--- src/rtl/fp32_addsub_arbiter_pkg.sv ---
// rtl/fp32_addsub_arbiter_pkg.sv - shared fp32 constants and helpers for the adder arbiter
package fp32_addsub_arbiter_pkg;

  localparam int FP32_W = 32;

  localparam logic OP_ADD = 1'b0;
  localparam logic OP_SUB = 1'b1;

  localparam logic [FP32_W-1:0] FP32_ZERO = 32'h0000_0000;
  localparam logic [FP32_W-1:0] FP32_ONE  = 32'h3F80_0000;

  function automatic int clog2(input int value);
    int r;
    r = 0;
    for (int v = value - 1; v > 0; v = v >> 1) begin
      r = r + 1;
    end
    return r;
  endfunction

endpackage

--- src/rtl/fp32_arb_tag_fifo.sv ---
// rtl/fp32_arb_tag_fifo.sv - in-order FIFO of requester IDs for operations in flight
module fp32_arb_tag_fifo
  import fp32_addsub_arbiter_pkg::*;
#(
  parameter int DEPTH = 8,
  parameter int IDW   = 2
) (
  input  logic                     clk,
  input  logic                     rstn,
  input  logic                     i_push,
  input  logic [IDW-1:0]           i_push_id,
  input  logic                     i_pop,
  output logic [clog2(DEPTH):0]    o_count,
  output logic                     o_empty,
  output logic                     o_full,
  output logic [IDW-1:0]           o_head
);

  localparam int AW = clog2(DEPTH);
  localparam logic [AW:0] FULL_CNT = (AW + 1)'(DEPTH);

  logic [IDW-1:0] r_mem [DEPTH];
  logic [AW-1:0]  r_wptr;
  logic [AW-1:0]  r_rptr;
  logic [AW:0]    r_count;
  logic           w_do_push;
  logic           w_do_pop;

  // A pop on an empty FIFO is dropped; the top reports it as underflow.
  assign w_do_pop  = i_pop && (r_count != '0);
  assign w_do_push = i_push && ((r_count != FULL_CNT) || w_do_pop);

  always_ff @(posedge clk or negedge rstn) begin
    if (!rstn) begin
      r_wptr  <= '0;
      r_rptr  <= '0;
      r_count <= '0;
    end else begin
      if (w_do_push) r_wptr <= r_wptr + AW'(1);
      if (w_do_pop)  r_rptr <= r_rptr + AW'(1);
      if (w_do_push && !w_do_pop) begin
        r_count <= r_count + (AW + 1)'(1);
      end else if (w_do_pop && !w_do_push) begin
        r_count <= r_count - (AW + 1)'(1);
      end
    end
  end

  always_ff @(posedge clk) begin
    if (w_do_push) r_mem[r_wptr] <= i_push_id;
  end

  assign o_count = r_count;
  assign o_empty = (r_count == '0);
  assign o_full  = (r_count == FULL_CNT);
  assign o_head  = r_mem[r_rptr];

endmodule

--- src/rtl/fp32_addsub_arbiter.sv ---
// rtl/fp32_addsub_arbiter.sv - round-robin sharing of one pipelined fp32 add/sub unit
module fp32_addsub_arbiter
  import fp32_addsub_arbiter_pkg::*;
#(
  parameter int NREQ  = 4,
  parameter int DEPTH = 8,
  parameter int IDW   = 2
) (
  input  logic                     clk,
  input  logic                     rstn,
  input  logic [NREQ-1:0]          req_valid,
  input  logic [NREQ*FP32_W-1:0]   req_a,
  input  logic [NREQ*FP32_W-1:0]   req_b,
  input  logic [NREQ-1:0]          req_op,
  output logic [NREQ-1:0]          req_ready,
  input  logic                     hold,
  output logic [FP32_W-1:0]        add_dina,
  output logic [FP32_W-1:0]        add_dinb,
  output logic                     add_op,
  output logic                     add_valid_in,
  input  logic [FP32_W-1:0]        add_result,
  input  logic                     add_valid_out,
  output logic                     res_valid,
  output logic [IDW-1:0]           res_id,
  output logic [FP32_W-1:0]        res_data,
  output logic                     busy,
  output logic                     err_underflow
);

  localparam int CW = clog2(DEPTH) + 1;

  logic [IDW-1:0]    r_last;
  logic [FP32_W-1:0] r_add_dina;
  logic [FP32_W-1:0] r_add_dinb;
  logic              r_add_op;
  logic              r_add_valid_in;
  logic              r_res_valid;
  logic [IDW-1:0]    r_res_id;
  logic [FP32_W-1:0] r_res_data;
  logic              r_busy;
  logic              r_err_underflow;

  logic [CW-1:0]     w_count;
  logic              w_empty;
  logic              w_full;
  logic [IDW-1:0]    w_head;
  logic              w_eligible;
  logic              w_found;
  logic [IDW-1:0]    w_idx;
  logic [IDW-1:0]    w_grant_id;
  logic [NREQ-1:0]   w_grant;
  logic              w_transfer;
  logic [FP32_W-1:0] w_sel_a;
  logic [FP32_W-1:0] w_sel_b;
  logic              w_sel_op;
  logic              w_pop_ok;

  // Eligibility ignores add_valid_out so a same-cycle pop never opens a full FIFO.
  assign w_eligible = rstn && !hold && !w_full;

  always_comb begin
    w_found    = 1'b0;
    w_idx      = r_last;
    w_grant_id = r_last;
    w_grant    = '0;
    for (int k = 1; k <= NREQ; k++) begin
      w_idx = IDW'((int'(r_last) + k) % NREQ);
      if (!w_found && req_valid[w_idx]) begin
        w_found    = 1'b1;
        w_grant_id = w_idx;
      end
    end
    if (w_found && w_eligible) w_grant[w_grant_id] = 1'b1;
  end

  assign req_ready  = w_grant;
  assign w_transfer = w_found && w_eligible;

  always_comb begin
    w_sel_a  = '0;
    w_sel_b  = '0;
    w_sel_op = OP_ADD;
    for (int i = 0; i < NREQ; i++) begin
      if (w_grant_id == IDW'(i)) begin
        w_sel_a  = req_a[i*FP32_W +: FP32_W];
        w_sel_b  = req_b[i*FP32_W +: FP32_W];
        w_sel_op = req_op[i];
      end
    end
  end

  assign w_pop_ok = add_valid_out && !w_empty;

  fp32_arb_tag_fifo #(
    .DEPTH (DEPTH),
    .IDW   (IDW)
  ) u_tag_fifo (
    .clk       (clk),
    .rstn      (rstn),
    .i_push    (w_transfer),
    .i_push_id (w_grant_id),
    .i_pop     (add_valid_out),
    .o_count   (w_count),
    .o_empty   (w_empty),
    .o_full    (w_full),
    .o_head    (w_head)
  );

  always_ff @(posedge clk or negedge rstn) begin
    if (!rstn) begin
      r_last          <= IDW'(NREQ - 1);
      r_add_dina      <= '0;
      r_add_dinb      <= '0;
      r_add_op        <= 1'b0;
      r_add_valid_in  <= 1'b0;
      r_res_valid     <= 1'b0;
      r_res_id        <= '0;
      r_res_data      <= '0;
      r_busy          <= 1'b0;
      r_err_underflow <= 1'b0;
    end else begin
      r_add_valid_in <= w_transfer;
      if (w_transfer) begin
        r_last     <= w_grant_id;
        r_add_dina <= w_sel_a;
        r_add_dinb <= w_sel_b;
        r_add_op   <= w_sel_op;
      end
      r_res_valid <= w_pop_ok;
      if (w_pop_ok) begin
        r_res_id   <= w_head;
        r_res_data <= add_result;
      end
      // Counting the pre-edge occupancy keeps busy up through the last result strobe.
      r_busy <= (w_count != '0) || w_transfer;
      if (add_valid_out && w_empty) r_err_underflow <= 1'b1;
    end
  end

  assign add_dina      = r_add_dina;
  assign add_dinb      = r_add_dinb;
  assign add_op        = r_add_op;
  assign add_valid_in  = r_add_valid_in;
  assign res_valid     = r_res_valid;
  assign res_id        = r_res_id;
  assign res_data      = r_res_data;
  assign busy          = r_busy;
  assign err_underflow = r_err_underflow;

endmodule

--- config.mk ---
export PLATFORM = sky130hd
export DESIGN_NAME = fp32_addsub_arbiter
export DESIGN_NICKNAME = d
export VERILOG_FILES = /design/src/rtl/fp32_addsub_arbiter_pkg.sv /design/src/rtl/fp32_arb_tag_fifo.sv /design/src/rtl/fp32_addsub_arbiter.sv
export SDC_FILE = /design/constraint.sdc
export NUM_CORES = 1
export LEC_CHECK = 0
export CAP_MARGIN = 15
export CORE_AREA = 3 3 155 157
export CTS_BUF_LIST = sky130_fd_sc_hd__clkbuf_16
export DETAILED_ROUTE_END_ITERATION = 10
export DIE_AREA = 0 0 158 160
export PLACE_DENSITY = 0.74
export SLEW_MARGIN = 20
export SYNTH_ARGS = -nofsm -noshare
export SYNTH_HDL_FRONTEND = slang
export SYNTH_HIERARCHICAL = 1
export SYNTH_SLANG_ARGS = --single-unit
--- constraint.sdc ---
create_clock -name clk -period 6 [get_ports clk]
set_input_delay 1.8 -clock clk [delete_from_list [all_inputs] [get_ports clk]]
set_output_delay 1.8 -clock clk [all_outputs]
set_load 0.02 [all_outputs]
# Word-level counts from Yosys, hierarchy flattened
# Memory sizes are Yosys's and may differ from the RTL's. A register that Yosys moved wholly into a read port is not among the register bits.
# Cells that the tools add are included.
op_classes:
  add_sub_neg: 8
  multipliers: 0
  n_div: 0
  magnitude_cmp: 6
  n_eq_ne: 5
  shifts: 0
  mux: 35
  bitwise_logic: 0
  n_reduce_logical: 28
op_table:
  columns: ["cell", "count"]
  rows:
  - ["2-to-1 mux 32 bit", 8]
  - ["less-than comparator 2 x 3 -> 1 bit, second input constant", 5]
  - ["2-to-1 mux 1 bit", 15]
  - ["logical AND 1 bit", 13]
  - ["2-to-1 mux 4 bit", 3]
  - ["zero test 1 bit", 9]
  - ["binary-select mux 1 bit (select 2 bit)", 4]
  - ["2-to-1 mux 2 bit", 4]
  - ["adder 3 x 1 -> 3 bit, second input constant", 2]
  - ["adder 2 x 1 -> 2 bit, second input constant", 2]
  - ["adder 2 bit, second input constant", 2]
  - ["adder 4 x 1 -> 4 bit, second input constant", 1]
  - ["== test 2 bit, second input constant", 2]
  - ["== test 4 bit, second input constant", 1]
  - ["zero test 4 bit", 1]
  - ["!= test 4 bit, second input constant", 1]
  - ["nonzero test 4 bit", 1]
  - ["subtractor 4 x 1 -> 4 bit, second input constant", 1]
  - ["demux 1 bit (select 2 bit)", 1]
  - ["== test 2 x 1 -> 1 bit, second input constant", 1]
  - [">= comparator 2 x 1 -> 1 bit, second input constant", 1]
  - ["zero test 2 bit", 1]
  - ["logical OR 1 bit", 2]
  - ["nonzero test 2 bit", 1]
word_totals:
  reg_bits: 113
  latchBits: 0
  ram_bits: 16
  rom_bits: 0
  elab_cells: 95
  memories: 1
memory_table:
  columns: ["memory", "words", "width", "rd", "rd_clocked_by_memory_dff", "write_ports", "line_no", "rtl"]
  rows:
  - ["u_tag_fifo.r_mem", 8, 2, 1, 1, 1, "fp32_arb_tag_fifo.sv:22", "logic [IDW-1:0] r_mem [DEPTH];"]

# Depth between registers and ports, before layout
depth:
  word_depth: 19
  depth_mapped: 15

# Hierarchy
# Netlist, hierarchy kept.
modules_own_cells:
  columns: ["module", "instances", "cells_per_inst", "area_per_inst_um2", "seq_area_each_um2"]
  rows:
  - ["fp32_addsub_arbiter", 1, 625, 6655.1, 2630.0]
  - ["fp32_arb_tag_fifo", 1, 86, 1258.7, 730.7]

# Worst setup path after synthesis
# No wires, ideal clock.
synth_path:
  path_kind: "input port to output port"
  startpoint: "input port req_valid[1]"
  endpoint: "output port req_ready[1]"
  arrival_ns: 3.130
  slack_ns: 1.070
  stages: 8
  path_buffers: 3
  cell_sequence: "or2b_4 a21oi_4 or3_1 buf_4 buf_8 nand2_2 buf_4 nor2_1"
synth_via:
  elab_chain_cells: 17
  elab_cells_between_ends: 29
  cone_classes: "2 x order compare; 19 x mux; 8 x reduce/logical"
synth_rtl:
  columns: ["element", "line_no", "rtl"]
  rows:
  - ["start, declared", "fp32_addsub_arbiter.sv:11", "input logic [NREQ-1:0] req_valid,"]
  - ["binary-select mux 1 bit (select 2 bit)", "fp32_addsub_arbiter.sv:68", "if (!w_found && req_valid[w_idx]) begin"]
  - ["2-to-1 mux 1 bit (not written as such)", "fp32_addsub_arbiter.sv:68", null]
  - ["2-to-1 mux 1 bit", "fp32_addsub_arbiter.sv:68", null]
  - ["zero test 1 bit", "fp32_addsub_arbiter.sv:68", null]
  - ["logical AND 1 bit", "fp32_addsub_arbiter.sv:68", null]
  - ["2-to-1 mux 1 bit", "fp32_addsub_arbiter.sv:68", null]
  - ["zero test 1 bit", "fp32_addsub_arbiter.sv:68", null]
  - ["logical AND 1 bit", "fp32_addsub_arbiter.sv:68", null]
  - ["2-to-1 mux 1 bit", "fp32_addsub_arbiter.sv:68", null]
  - ["zero test 1 bit", "fp32_addsub_arbiter.sv:68", null]
  - ["logical AND 1 bit", "fp32_addsub_arbiter.sv:68", null]
  - ["2-to-1 mux 2 bit", "fp32_addsub_arbiter.sv:68", null]
  - ["less-than comparator 2 x 3 -> 1 bit (not written as such) / >= comparator 2 x 1 -> 1 bit (equally long branches)", "fp32_addsub_arbiter.sv:73", "if (w_found && w_eligible) w_grant[w_grant_id] = 1'b1;"]
  - ["logical AND 1 bit (not written as such)", "fp32_addsub_arbiter.sv:73", null]
  - ["2-to-1 mux 1 bit (not written as such)", "fp32_addsub_arbiter.sv:73", null]
  - ["demux 1 bit (select 2 bit)", "fp32_addsub_arbiter.sv:73", null]
  - ["2-to-1 mux 4 bit (*)", "fp32_addsub_arbiter.sv:73", null]
  - ["end, declared", "fp32_addsub_arbiter.sv:15", "output logic [NREQ-1:0] req_ready,"]
# Mark *: on every way between the ends. The rest lies on a longest branch, timed or not. The select of a mux whose other input is x is not followed.

# Worst setup path after layout
layout_path:
  startpoint: "input port req_valid[0]"
  endpoint: "output port req_ready[2]"
# The elaborated chain is that of the path after synthesis.

==> impl_metrics.ini <==
[outcome]
status = completed

[clock_network]
cts_resized = 0
clock-root-buffer = clkbuf_16
cts_max_path_buffers = 2
numCtsBuffers = 17
holdBufCountCts = 0
clkSlewWorstSetupHoldPaths_ps = 60
clock_latency_ps = 410
cts_tree = done
h-tree-depth = 4
post-cts-setup-buffer-count = 0
cts.sink_count = 131

[sta]
max_slew_margin_pct = 40.48
final-max-slew-violation-count = 0
rsz0062_at_grt = no
finalSetupViolations = 0
clock_skew_ps = 7.831
worst_slew_pin_slew_ps = 892.8
fin_crit_sh_pct = 96.44
finalCriticalPeriod_ps = 5786
setup_ws_ps = 213.9
setup_tns_ps = 0
whs_ps = 468.9
maxClockFrequency_mhz = 172.8
hold_viol_final = 0

[route]
wl_met3_um = 2259
highest_layer = met4
num_vias = 7830
drc = 0
routed_wl_um = 30750
drt_iter0_drc = 442
ant_nets = 0
met1_length_um = 12440
wl_met2_um = 15290
viasPerCell = 5.707
wire_per_inst_um = 22.41
drtPass1Iterations = 5

[floorplanning]
die_y_um = 160
die_area_sq_um = 25280
rows = 55
die_x_um = 158
start_util_pct = 34.95
ios = 407
core_sq_um = 22640

[logic_synthesis]
synth_edf_count = 16
syn_nets = 1017
avgSynthCellArea_sq_um = 11.13
netlist_area_sq_um = 7914
ys_seq_area_share_pct = 42.47
yosys.area.top_type_share_pct = 35.73
synth_most_common_cell = dfrtp_1
yosysWarnings = 6
synth_flop_cell = dfrtp_1
synth_area_leaders = dfrtp_1 36%, mux2i_1 9.7%, edfxtp_1 6.1%
synthCells = 711
synth_async_sr_flop_share_pct = 87.79
synth_cell_types = 57
ys_top_cells_by_count = 113 x dfrtp_1, 77 x mux2i_1, 56 x nand3_1
yosys.area.top_type = dfrtp_1
ys_ff_latch = 131

[setup_path]
start_kind = input port
critPathRequiredTime_ps = 4200
crit_type = in2out
worstPathMaxFanout = 13
arrival_ps = 3990
worstSetupEndpointType = output pin

[layout]
multi_input_area_sq_um = 4068
fillCellCount = 1951
seqCellArea_sq_um = 3361
diodes = 0
fin_nets = 1380
final_area_sq_um = 12680
drive_gt1_share_pct = 12.79
stdcell_count = 1372
syn2layout_area_growth_pct = 60.27

[placement]
gp_congestion = 0.8955
dp_hpwl_um = 21640
dp_slack_ps = 215.8
place_area_sq_um = 12040
portBuffers = 406
placed_cells = 1340

[power]
p_clk_share_pct = 21.0
power_switching_mw = 2.275
p_comb_share_pct = 51.6
p_leak_nw = 4.839
p_seq_share_pct = 27.4
p_int_mw = 3.244
netSwitchingFraction_pct = 41.22
powerDensity_nw_per_um2 = 435.1
worst_ir_drop_vdd_mv = 0.2184

[global_route]
grt_pass1_vias = 8013
grt_overflow = 0
grt_antenna_before_repair = 0
grt_max_degree = 70
track_usage_pct = 23.45
grt_pass1_wl_um = 46420

[worst_hold_path]
min_path_type = reg2reg

[run]
drv_cap = 0
-- cell families (layout without fill, tap and decap cells) --
family,Yosys count,in the layout,synth area share [%]
buf+inv,88,464,6.372
simple gates,221,221,17.22
xor+xnor,6,6,0.6640
mux,120,120,16.47
compound gates,139,139,15.76
flops,131,131,42.47
fa+ha+maj,6,6,1.043
-- flip-flops by register name, indices dropped and copies added (netlist names) --
register and cells:
add_dina 32, add_dinb 32, add_op 1, add_valid_in 1
busy 1, err_underflow 1, r_last 2, res_data 32
res_id 2, res_valid 1, u_tag_fifo/o_count 4, u_tag_fifo/r_mem 16
u_tag_fifo/r_rptr 3, u_tag_fifo/r_wptr 3
-- path summary, 6_finish.rpt --
kind	startpoint	endpoint	slack [ps]	depth (start not counted)
min in group asynchronous	rstn	res_data[24]	1540	2
setup / recovery	req_valid[0]	req_ready[2]	210	6
max in group asynchronous	rstn	res_id[0]	3130	3
setup reg to reg	u_tag_fifo/o_count[0]	u_tag_fifo/o_count[3]	2360	14
hold reg to reg	err_underflow	err_underflow	470	1
hold / removal	err_underflow	err_underflow	470	1
-- power groups by stage --
stage / Clock, mW / Combinational (mW) / Sequential [mW]
detailed placement: 0 / 2.86 / 1.52
CTS: 1.19 / 2.86 / 1.51
floorplan: 0 / 1.36 / 1.82
global placement: 0 / 2.82 / 1.51
global route: 1.23 / 3.02 / 1.56
finish: 1.16 / 2.84 / 1.51
-- final cells by class --
cell class,instances,area share [%]
Multi-Input combinational cell,492,32.07
Tap cell,285,2.811
Inverter,6,0.2072
Timing Repair Buffer,426,33.30
Clock inverter,15,1.756
Sequential cell,131,26.50
Clock buffer,17,3.354
-- per-stage QoR --
stage	utilization [%]	total power, mW
floorplan	-	3.181
global placement	53.16	4.330
detailed placement	53.16	4.373
CTS	56.02	5.562
global route	56.02	5.807
finish	56.02	5.518
-- routing by layer --
metal | global-route usage, % | up-vias
met5 | 0 | -
met3 | 5.881 | 47
li1 | - | 3541
met1 | 29.80 | 3880
met4 | 7.587 | 0
met2 | 39.02 | 362
-- cells in the final DEF, fill, tap and decap left out, types with 2 or more instances in the layout --
master,synthesis,routed
dfstp_2,2,2
mux2_2,36,36
mux4_2,4,4
nand2_1,16,16
inv_1,2,2
o21ai_4,1,2
o211ai_1,40,40
ha_1,5,5
inv_2,3,2
buf_4,8,20
clkbuf_16,0,17
dfrtp_1,113,113
a21oi_4,2,2
nor4_1,3,3
a32oi_1,54,54
mux2_1,2,2
nand2_2,3,3
o221ai_1,11,11
edfxtp_1,16,16
nor3_1,6,6
clkinvlp_4,0,3
bufinv_16,0,4
nand3b_1,55,55
clkdlybuf4s50_1,0,405
nor2_1,10,10
inv_6,0,5
nor2b_1,3,2
mux2i_1,77,77
nand2b_1,4,4
nand3_1,56,56
xnor2_1,5,5
a21oi_1,2,2
nand4_1,54,54
o211ai_2,18,18
-- worst max-delay path, stage by stage --
cell	delay [ps]
clkdlybuf4s50_1	560
and3b_4	250
or3_4	420
nand2b_4	230
nor2_1	120
clkdlybuf4s50_1	610
Power figures use the tool's default switching activity.
